--- src/rtl/fetch_sequencer_pkg.sv ---
// Shared definitions for the instruction fetch sequencer: PC width and FSM state encoding.
package fetch_sequencer_pkg;

  localparam int PC_W = 8;

  typedef enum logic [1:0] {
    ST_IDLE   = 2'd0,
    ST_FETCH  = 2'd1,
    ST_HOLD   = 2'd2,
    ST_HALTED = 2'd3
  } state_t;

endpackage

--- src/rtl/programCounter.sv ---
// PC incrementer: returns PC + 1, wrapping modulo 2**W with no carry out.
module programCounter #(
  parameter int W = 8
) (
  input  logic [W-1:0] i_pc,
  output logic [W-1:0] o_pc_inc
);

  // Plain W-bit add; the carry is dropped so FF wraps to 00.
  assign o_pc_inc = i_pc + {{(W-1){1'b0}}, 1'b1};

endmodule

--- src/rtl/fetch_sequencer.sv ---
// Instruction fetch sequencer: requests a word at PC, holds it for decode,
// then advances. Supports halt (after the current instruction) and redirect.
//
// Handshakes: imem side completes in the cycle imem_req && imem_ready;
// decode side transfers in the cycle ins_valid && ins_ready. ins_valid and
// imem_req depend only on state, never combinationally on any input.
module fetch_sequencer
  import fetch_sequencer_pkg::*;
#(
  parameter logic [PC_W-1:0] RESET_PC = 8'h00,
  parameter int              IW       = 16
) (
  input  logic            clk,
  input  logic            rst_n,
  input  logic            start,
  input  logic            halt,
  input  logic            redirect_valid,
  input  logic [PC_W-1:0] redirect_pc,
  output logic            imem_req,
  output logic [PC_W-1:0] imem_addr,
  input  logic            imem_ready,
  input  logic [IW-1:0]   imem_rdata,
  output logic            ins_valid,
  output logic [IW-1:0]   ins_data,
  output logic [PC_W-1:0] ins_pc,
  input  logic            ins_ready,
  output logic            busy,
  output logic [1:0]      dbg_state
);

  state_t          r_state;
  logic [PC_W-1:0] r_pc;
  logic            r_halt_pending;
  logic [IW-1:0]   r_ins_data;
  logic [PC_W-1:0] r_ins_pc;

  state_t          w_state_nxt;
  logic [PC_W-1:0] w_pc_nxt;
  logic [PC_W-1:0] w_pc_inc;
  logic            w_halt_pending_nxt;
  logic            w_capture;

  programCounter #(.W(PC_W)) u_pc_inc (
    .i_pc     (r_pc),
    .o_pc_inc (w_pc_inc)
  );

  // Next-state, next-PC and halt bookkeeping; redirect outranks memory and decode.
  always_comb begin
    w_state_nxt        = r_state;
    w_pc_nxt           = r_pc;
    w_halt_pending_nxt = r_halt_pending;
    w_capture          = 1'b0;

    if (halt && (r_state == ST_FETCH || r_state == ST_HOLD))
      w_halt_pending_nxt = 1'b1;

    case (r_state)
      ST_IDLE, ST_HALTED: begin
        if (redirect_valid)
          w_pc_nxt = redirect_pc;
        if (start) begin
          w_state_nxt        = ST_FETCH;
          w_halt_pending_nxt = 1'b0;
        end
      end
      ST_FETCH: begin
        if (redirect_valid) begin
          w_pc_nxt = redirect_pc;
        end else if (imem_ready) begin
          w_capture   = 1'b1;
          w_pc_nxt    = w_pc_inc;
          w_state_nxt = ST_HOLD;
        end
      end
      ST_HOLD: begin
        if (redirect_valid) begin
          w_pc_nxt    = redirect_pc;
          w_state_nxt = ST_FETCH;
        end else if (ins_ready) begin
          // A halt arriving in the same cycle as the transfer still counts.
          w_state_nxt = (r_halt_pending || halt) ? ST_HALTED : ST_FETCH;
        end
      end
      default: w_state_nxt = ST_IDLE;
    endcase
  end

  // Control state registers with asynchronous reset.
  always_ff @(posedge clk or negedge rst_n) begin
    if (!rst_n) begin
      r_state        <= ST_IDLE;
      r_pc           <= RESET_PC;
      r_halt_pending <= 1'b0;
    end else begin
      r_state        <= w_state_nxt;
      r_pc           <= w_pc_nxt;
      r_halt_pending <= w_halt_pending_nxt;
    end
  end

  // Instruction hold register, loaded only when a fetch completes undisturbed.
  always_ff @(posedge clk or negedge rst_n) begin
    if (!rst_n) begin
      r_ins_data <= '0;
      r_ins_pc   <= '0;
    end else if (w_capture) begin
      r_ins_data <= imem_rdata;
      r_ins_pc   <= r_pc;
    end
  end

  assign imem_req  = (r_state == ST_FETCH);
  assign imem_addr = r_pc;
  assign ins_valid = (r_state == ST_HOLD);
  assign ins_data  = r_ins_data;
  assign ins_pc    = r_ins_pc;
  assign busy      = (r_state == ST_FETCH) || (r_state == ST_HOLD);
  assign dbg_state = r_state;

endmodule
--- config.mk ---
export PLATFORM = sky130hd
export DESIGN_NAME = fetch_sequencer
export DESIGN_NICKNAME = d
export VERILOG_FILES = /design/src/rtl/fetch_sequencer_pkg.sv /design/src/rtl/programCounter.sv /design/src/rtl/fetch_sequencer.sv
export SDC_FILE = /design/constraint.sdc
export NUM_CORES = 1
export LEC_CHECK = 0
export ABC_AREA = 1
export BUFFER_PORTS_ARGS = -buffer_cell sky130_fd_sc_hd__buf_2
export CORE_UTILIZATION = 40
export CTS_CLUSTER_DIAMETER = 50
export DETAILED_ROUTE_END_ITERATION = 10
export GPL_ROUTABILITY_DRIVEN = 0
export PLACE_DENSITY = 0.74
export SLEW_MARGIN = 25
export SYNTH_ARGS = -nofsm -noshare
export SYNTH_HDL_FRONTEND = slang
export SYNTH_SLANG_ARGS = --single-unit
--- constraint.sdc ---
create_clock -name clk -period 1.47 [get_ports clk]
set_input_delay 0.147 -clock clk [delete_from_list [all_inputs] [get_ports clk]]
set_output_delay 0.147 -clock clk [all_outputs]
set_load 0.1 [all_outputs]
==> results.ini, run 1 <==
[status]
outcome = complete, but fails checks
failed_checks = setup timing

[min_path]
min_path_cells = 2
hold_start = start
min_path_type = primary input to flip-flop
hold_end = r_halt_pending

[timing]
worst_slack_ns = -0.197
finalSetupViolations = 29
maxSlewViolCount = 0
clock_skew_ns = 0.00563
tightest_slew_ns = 0.493
hold_viol = 0
finalWorstPathRequiredPeriod_ns = 1.67
rsz0062_at_grt = yes
relSlewSlack_pct = 67.4
hold_ws_ns = 0.0760
period_share_pct = 113
max_freq_mhz = 600

[route]
drt_iter0_drc = 51
drcViolationCount = 0
num_vias = 1483
wl_per_cell_um = 12.7
avgViaCountPerCell = 4.75
final_antenna_net_count = 0
wl_mm = 3.97
drtPass1Iterations = 4

[setup_path]
crit_slowest_cell = dfrtp_4
r2r_slack_ns = -0.13
required_ns = 1.32
path_max_fanout = 2
critPathBufInv = 4
crit_arrival_ns = 1.52
crit_top_cell = buf_6
reg2reg_depth = 8
end_kind = output pin
startpoint = dbg_state[1]
path_depth = 5
cpLargestDelayFamily = flip-flops
critPathMaxStageDelay_ns = 0.48
cp_cell_sequence = buf_6 -> ha_4 -> clkinvlp_4 -> buf_6 -> buf_12
reg2reg_to = r_halt_pending
criticalPathCategory = flip-flop to output pin
regToRegStartpoint = dbg_state[1]
start_kind = flip-flop

[logic_synthesis]
yosys_warnings = 0
synth_area_per_cell_sq_um = 9.76
synth_seq_cells = 35
synth_top_family_by_area = simple AND/OR/NAND/NOR gates
synth.distinct_cells = 20
muxShareOfSynthArea_pct = 13.8
yosys.area_share.adder_pct = 2.96
synth_area_sq_um = 1690
synthCells = 173
synthSimpleGateAreaFrac_pct = 18.4
synthXorXnorAreaFrac_pct = 0
synth-compound-area-share_pct = 7.41
yosysSeqAreaShare_pct = 51.9
syn-num-nets = 208

[global_route]
antenna_found_initial = 0
track_usage_pct = 17.5
grt_max_degree = 30
grt_overflow = 0
grt_pass1_wl_mm = 5.70
first_global_vias = 1251

[die]
rows = 23
core-area_sq_um = 4030
die_w_um = 67.0
die_y_um = 67.0
start_util_pct = 41.9
io_pins = 68
dieArea_sq_um = 4490

[clock_tree]
cts_buffers = 5
cts_buffer_depth = 2
tritoncts = yes
clock_latency_ns = 0.28
root_buffer = clkbuf_8
cts.clk_slew.worst_paths_ns = 0.07
clock_sinks = 35
h-tree-depth = 2

[placement]
dpl.hpwl_mm = 2.73
port_buffers = 67

[cells_and_area]
seq_area_sq_um = 886
insertedDiodeCount = 0
drive_above_1_share_pct = 50.8
fin_nets = 296
synthToLayoutAreaGrowth_pct = 47.3
multi_input_area_sq_um = 802
layout_common_cells = buf_2 (63), nand2_1 (43), dfrtp_1 (31)
final_common_cell = buf_2
fillCellCount = 349

[flow_run]
max_cap_violations = 0

==> flip-flops by register name (all words and copies together) (netlist names) <==
register	cells
dbg_state	2
imem_addr	8
ins_data	16
ins_pc	8
r_halt_pending	1
==> through the flow <==
stage	cells	cell area, sq um	TNS, ns	setup slack, ns	utilization (%)
4_1_cts	305	2370	-0.422	-0.200	58.9
3_5_place_dp	293	2200	-0.117	-0.0659	54.7
3_3_place_gp	293	2200	-0.0171	-0.0171	54.7
2_1_floorplan	173	1730	-11.98	-0.514	-
5_1_grt	312	2490	-3.70	-0.227	61.7
6_report	312	2490	-2.40	-0.197	61.7
==> Yosys cell counts <==
library cell	n	area, sq um
dfrtp_1	35	876
nand2_1	45	169
inv_2	2	7.51
a21oi_1	3	15.0
nand3_4	1	17.5
nand3_1	8	40.0
o21ai_0	18	90.1
o211ai_1	2	15.0
ha_1	4	50.1
o21ai_1	1	5.00
or2_2	2	12.5
mux2_4	14	210
nand4_1	1	6.26
mux2_2	2	22.5
nor2_1	16	60.1
inv_1	14	52.6
clkbuf_1	1	3.75
buf_6	2	22.5
nand2_2	1	6.26
buf_4	1	7.51
==> metal layers <==
layer	track usage, %	up-vias	wire length (um)
met3	5.14	7	278
li1	-	739	-
met5	0	-	0
met1	22.2	677	1760
met4	7.98	0	83
met2	27.4	60	1850
==> worst register-to-register path, stage by stage (launching register included) <==
cell and delay [ns]:
dfrtp_4 0.48, buf_6 0.13, ha_4 0.27, clkinvlp_4 0.08
buf_6 0.12, buf_4 0.12, buf_6 0.11, a21oi_4 0.14
a21oi_2 0.04
==> final cells by class <==
type,instances,area share (%)
multi-input cells,118,32.2
inverters,16,2.97
repair buffers,83,21.4
clock buffers,6,3.32
well taps,50,2.52
flip-flops and latches,35,35.6
clock inverters,2,1.41
repair inverters,2,0.503
==> worst max-delay path by stage <==
stage	end	slack (ns)
after detailed placement	imem_addr[2]	-0.07
after floorplan	dbg_state[0]	-0.51
after global placement	imem_addr[2]	-0.02
after global routing	busy	-0.23
after CTS	busy	-0.20
final	busy	-0.20
==> repair_timing <==
item	4_1_cts	5_1_grt
pin swaps	1	9
hold buffers	1	0
resized for setup	8	21
hold endpoints to repair	13	0
endpoints found under the setup margin	9	25
cloned	0	2
setup buffers	3	5
==> cell families (layout without fill, tap and decap cells) <==
family                   after synthesis  in the layout
AO/OA/AOI/OAI                         24             24
buffers and inverters                 20            109
multiplexers                          16             16
AND/OR/NAND/NOR                       74             74
flip-flops                            35             35
adder cells (fa/ha/maj)                4              4
Power of run 1 is left out: the tool's default activity adds up to more than one toggle a clock period on the data nets, which glitch-free logic cannot reach.
==> inputs of run 2 (changes only) <==
Settings changed: CORE_UTILIZATION 40 to 48, CTS_CLUSTER_DIAMETER 50 to unset, PLACE_DENSITY 0.74 to unset, PLACE_DENSITY_LB_ADDON set to 0.08.
==> run 2 against run 1 <==
Effect of this change: sequential share of layout area down 1.4 points; clock skew rose by 0.0031 ns; largest cell class unchanged; critical path depth is the same; routed wire length is 4.3% higher; via count up 5.2%; hold slack worse by 0.046 ns; non-clock buffer count is 5 higher; global-route usage grew 5.6 points; cell count did not move; highest routed layer unchanged; the run still ends with setup timing left; flip-flop and latch count stayed put; critical path type unchanged; maximum frequency shrank 4.0%.
==> results.ini, run 2 (synthesis results as in run 1) <==
[timing]
finalSetupViolations = 33  ; was 29
finalWorstPathRequiredPeriod_ns = 1.74  ; was 1.67 ns
hold_viol = 0  ; unchanged
relSlewSlack_pct = 67.4  ; about the same
maxSlewViolCount = 0  ; unchanged
tightest_slew_ns = 0.492  ; was 0.493 ns
worst_slack_ns = -0.266  ; was -0.197 ns
max_freq_mhz = 576  ; was 600 MHz
period_share_pct = 118  ; was 113%
rsz0062_at_grt = yes  ; unchanged
clock_skew_ns = 0.00869  ; was 0.00563 ns

[min_path]
hold_end = ins_data[12]  ; was r_halt_pending
hold_start = imem_rdata[12]  ; was start
min_path_type = primary input to flip-flop  ; unchanged
min_path_cells = 2  ; unchanged

[global_route]
grt_overflow = 0  ; unchanged
first_global_vias = 1368  ; was 1251
antenna_found_initial = 0  ; unchanged
track_usage_pct = 23.1  ; was 17.5%
grt_pass1_wl_mm = 6.09  ; was 5.70 mm
grt_max_degree = 23  ; was 30

[die]
core-area_sq_um = 3360  ; was 4030 sq um
io_pins = 68  ; unchanged
die_w_um = 61.3  ; was 67.0 um
rows = 21  ; was 23
die_y_um = 61.3  ; was 67.0 um
start_util_pct = 50.2  ; was 41.9%
dieArea_sq_um = 3760  ; was 4490 sq um

[setup_path]
crit_arrival_ns = 1.59  ; was 1.52 ns
required_ns = 1.32  ; about the same
reg2reg_to = dbg_state[1]  ; was r_halt_pending
start_kind = flip-flop  ; unchanged
r2r_slack_ns = -0.19  ; was -0.13 ns
criticalPathCategory = flip-flop to output pin  ; unchanged
reg2reg_depth = 10  ; was 8
regToRegStartpoint = dbg_state[1]  ; unchanged
path_max_fanout = 2  ; unchanged
end_kind = output pin  ; unchanged

[route]
drt_iter0_drc = 52  ; was 51
final_antenna_net_count = 0  ; unchanged
drtPass1Iterations = 4  ; unchanged
num_vias = 1560  ; was 1483
drcViolationCount = 0  ; unchanged
wl_per_cell_um = 13.3  ; was 12.7 um
wl_mm = 4.14  ; was 3.97 mm
avgViaCountPerCell = 5.00  ; was 4.75

[cells_and_area]
final_common_cell = buf_2  ; unchanged
insertedDiodeCount = 0  ; unchanged
largest_reg_flops = 16  ; unchanged
finish.utilization_pct = 76.9  ; was 61.7%
fillCellCount = 247  ; was 349
synthToLayoutAreaGrowth_pct = 53.2  ; was 47.3%
fin_nets = 300  ; was 296
drive_above_1_share_pct = 53.4  ; was 50.8%
layout_common_cells = buf_2 (61), nand2_1 (41), dfrtp_1 (31)  ; was buf_2 (63), nand2_1 (43), dfrtp_1 (31)

[flow_run]
max_cap_violations = 0  ; unchanged

[clock_tree]
cts.clk_slew.worst_paths_ns = 0.11  ; was 0.07 ns
h-tree-depth = 2  ; unchanged
root_buffer = clkbuf_4  ; was clkbuf_8
clock_sinks = 35  ; unchanged
cts_buffer_depth = 2  ; unchanged
clock_latency_ns = 0.34  ; was 0.28 ns
cts_buffers = 5  ; unchanged
tritoncts = yes  ; unchanged

[placement]
port_buffers = 67  ; unchanged
dpl.hpwl_mm = 2.70  ; was 2.73 mm

[status]
outcome = complete, but fails checks  ; unchanged
failed_checks = setup timing  ; unchanged

## run 2: cell types whose count changed in the layout (fill, tap and decap cells not counted), sizes merged
| cell | previous run | this run |
|---|---|---|
| buf | 82 | 83 |
| bufinv | 1 | 2 |
| clkbuf | 6 | 9 |
| clkinv | 3 | 2 |
| clkinvlp | 2 | 1 |
| dlygate4sd3 | 1 | 2 |
## run 2: through the flow
step / hold WS (ns) / setup TNS [ns] / worst slack (ns) / cell area, sq um / instances
2_1_floorplan: -0.149 / -11.98 / -0.514 / 1730 / 173
3_3_place_gp: 0.123 / -0.0704 / -0.0526 / 2220 / 291
3_5_place_dp: 0.126 / -0.109 / -0.0659 / 2220 / 291
4_1_cts: 0.0199 / -2.18 / -0.255 / 2430 / 306
5_1_grt: 0.0148 / -5.37 / -0.319 / 2590 / 312
6_report: 0.0304 / -3.07 / -0.266 / 2590 / 312
## run 2: area by class of cell
class	instances	area, sq um	share of cell area [%]
tap	46	57.6	2.22
clock inverter	2	60.1	2.32
inverter	16	71.3	2.76
timing repair inverter	1	5.00	0.193
clock buffer	6	41.3	1.60
multi-input combinational	118	826	31.9
timing repair buffer	88	641	24.8
sequential	35	886	34.2
## run 2: worst max path at each step
stage,start,endpoint,slack (ns),cells after the start
after detailed placement,dbg_state[1],imem_addr[2],-0.07,7
after global placement,dbg_state[1],imem_addr[2],-0.05,7
after CTS,dbg_state[1],busy,-0.26,5
after floorplan,dbg_state[0],dbg_state[0],-0.51,8
final,dbg_state[1],busy,-0.27,5
after global routing,dbg_state[1],busy,-0.32,5
## run 2: layer usage
layer,GRT usage (%),part of all wire [%],routed length [um],vias up
li1,-,-,-,757
met1,27.8,41,1710,720
met2,37.7,49,2010,71
met3,7.98,7.2,300,12
met4,10.1,2.7,112,0
met5,0,0,0,-
## run 2: critical path, stage by stage, from the launching register on
cell	delay [ns]
dfrtp_4	0.49
buf_6	0.13
ha_4	0.27
clkinvlp_4	0.08
buf_6	0.12
buf_12	0.15
## run 2: what timing repair did
action,CTS,global route
endpoints found under the hold margin,21,0
pin swaps,6,8
hold buffers,2,0
buffers inserted,6,6
endpoints found under the setup margin,10,35
gates resized for setup,18,33
gates cloned,0,2
Power of run 2 is left out for the same reason.
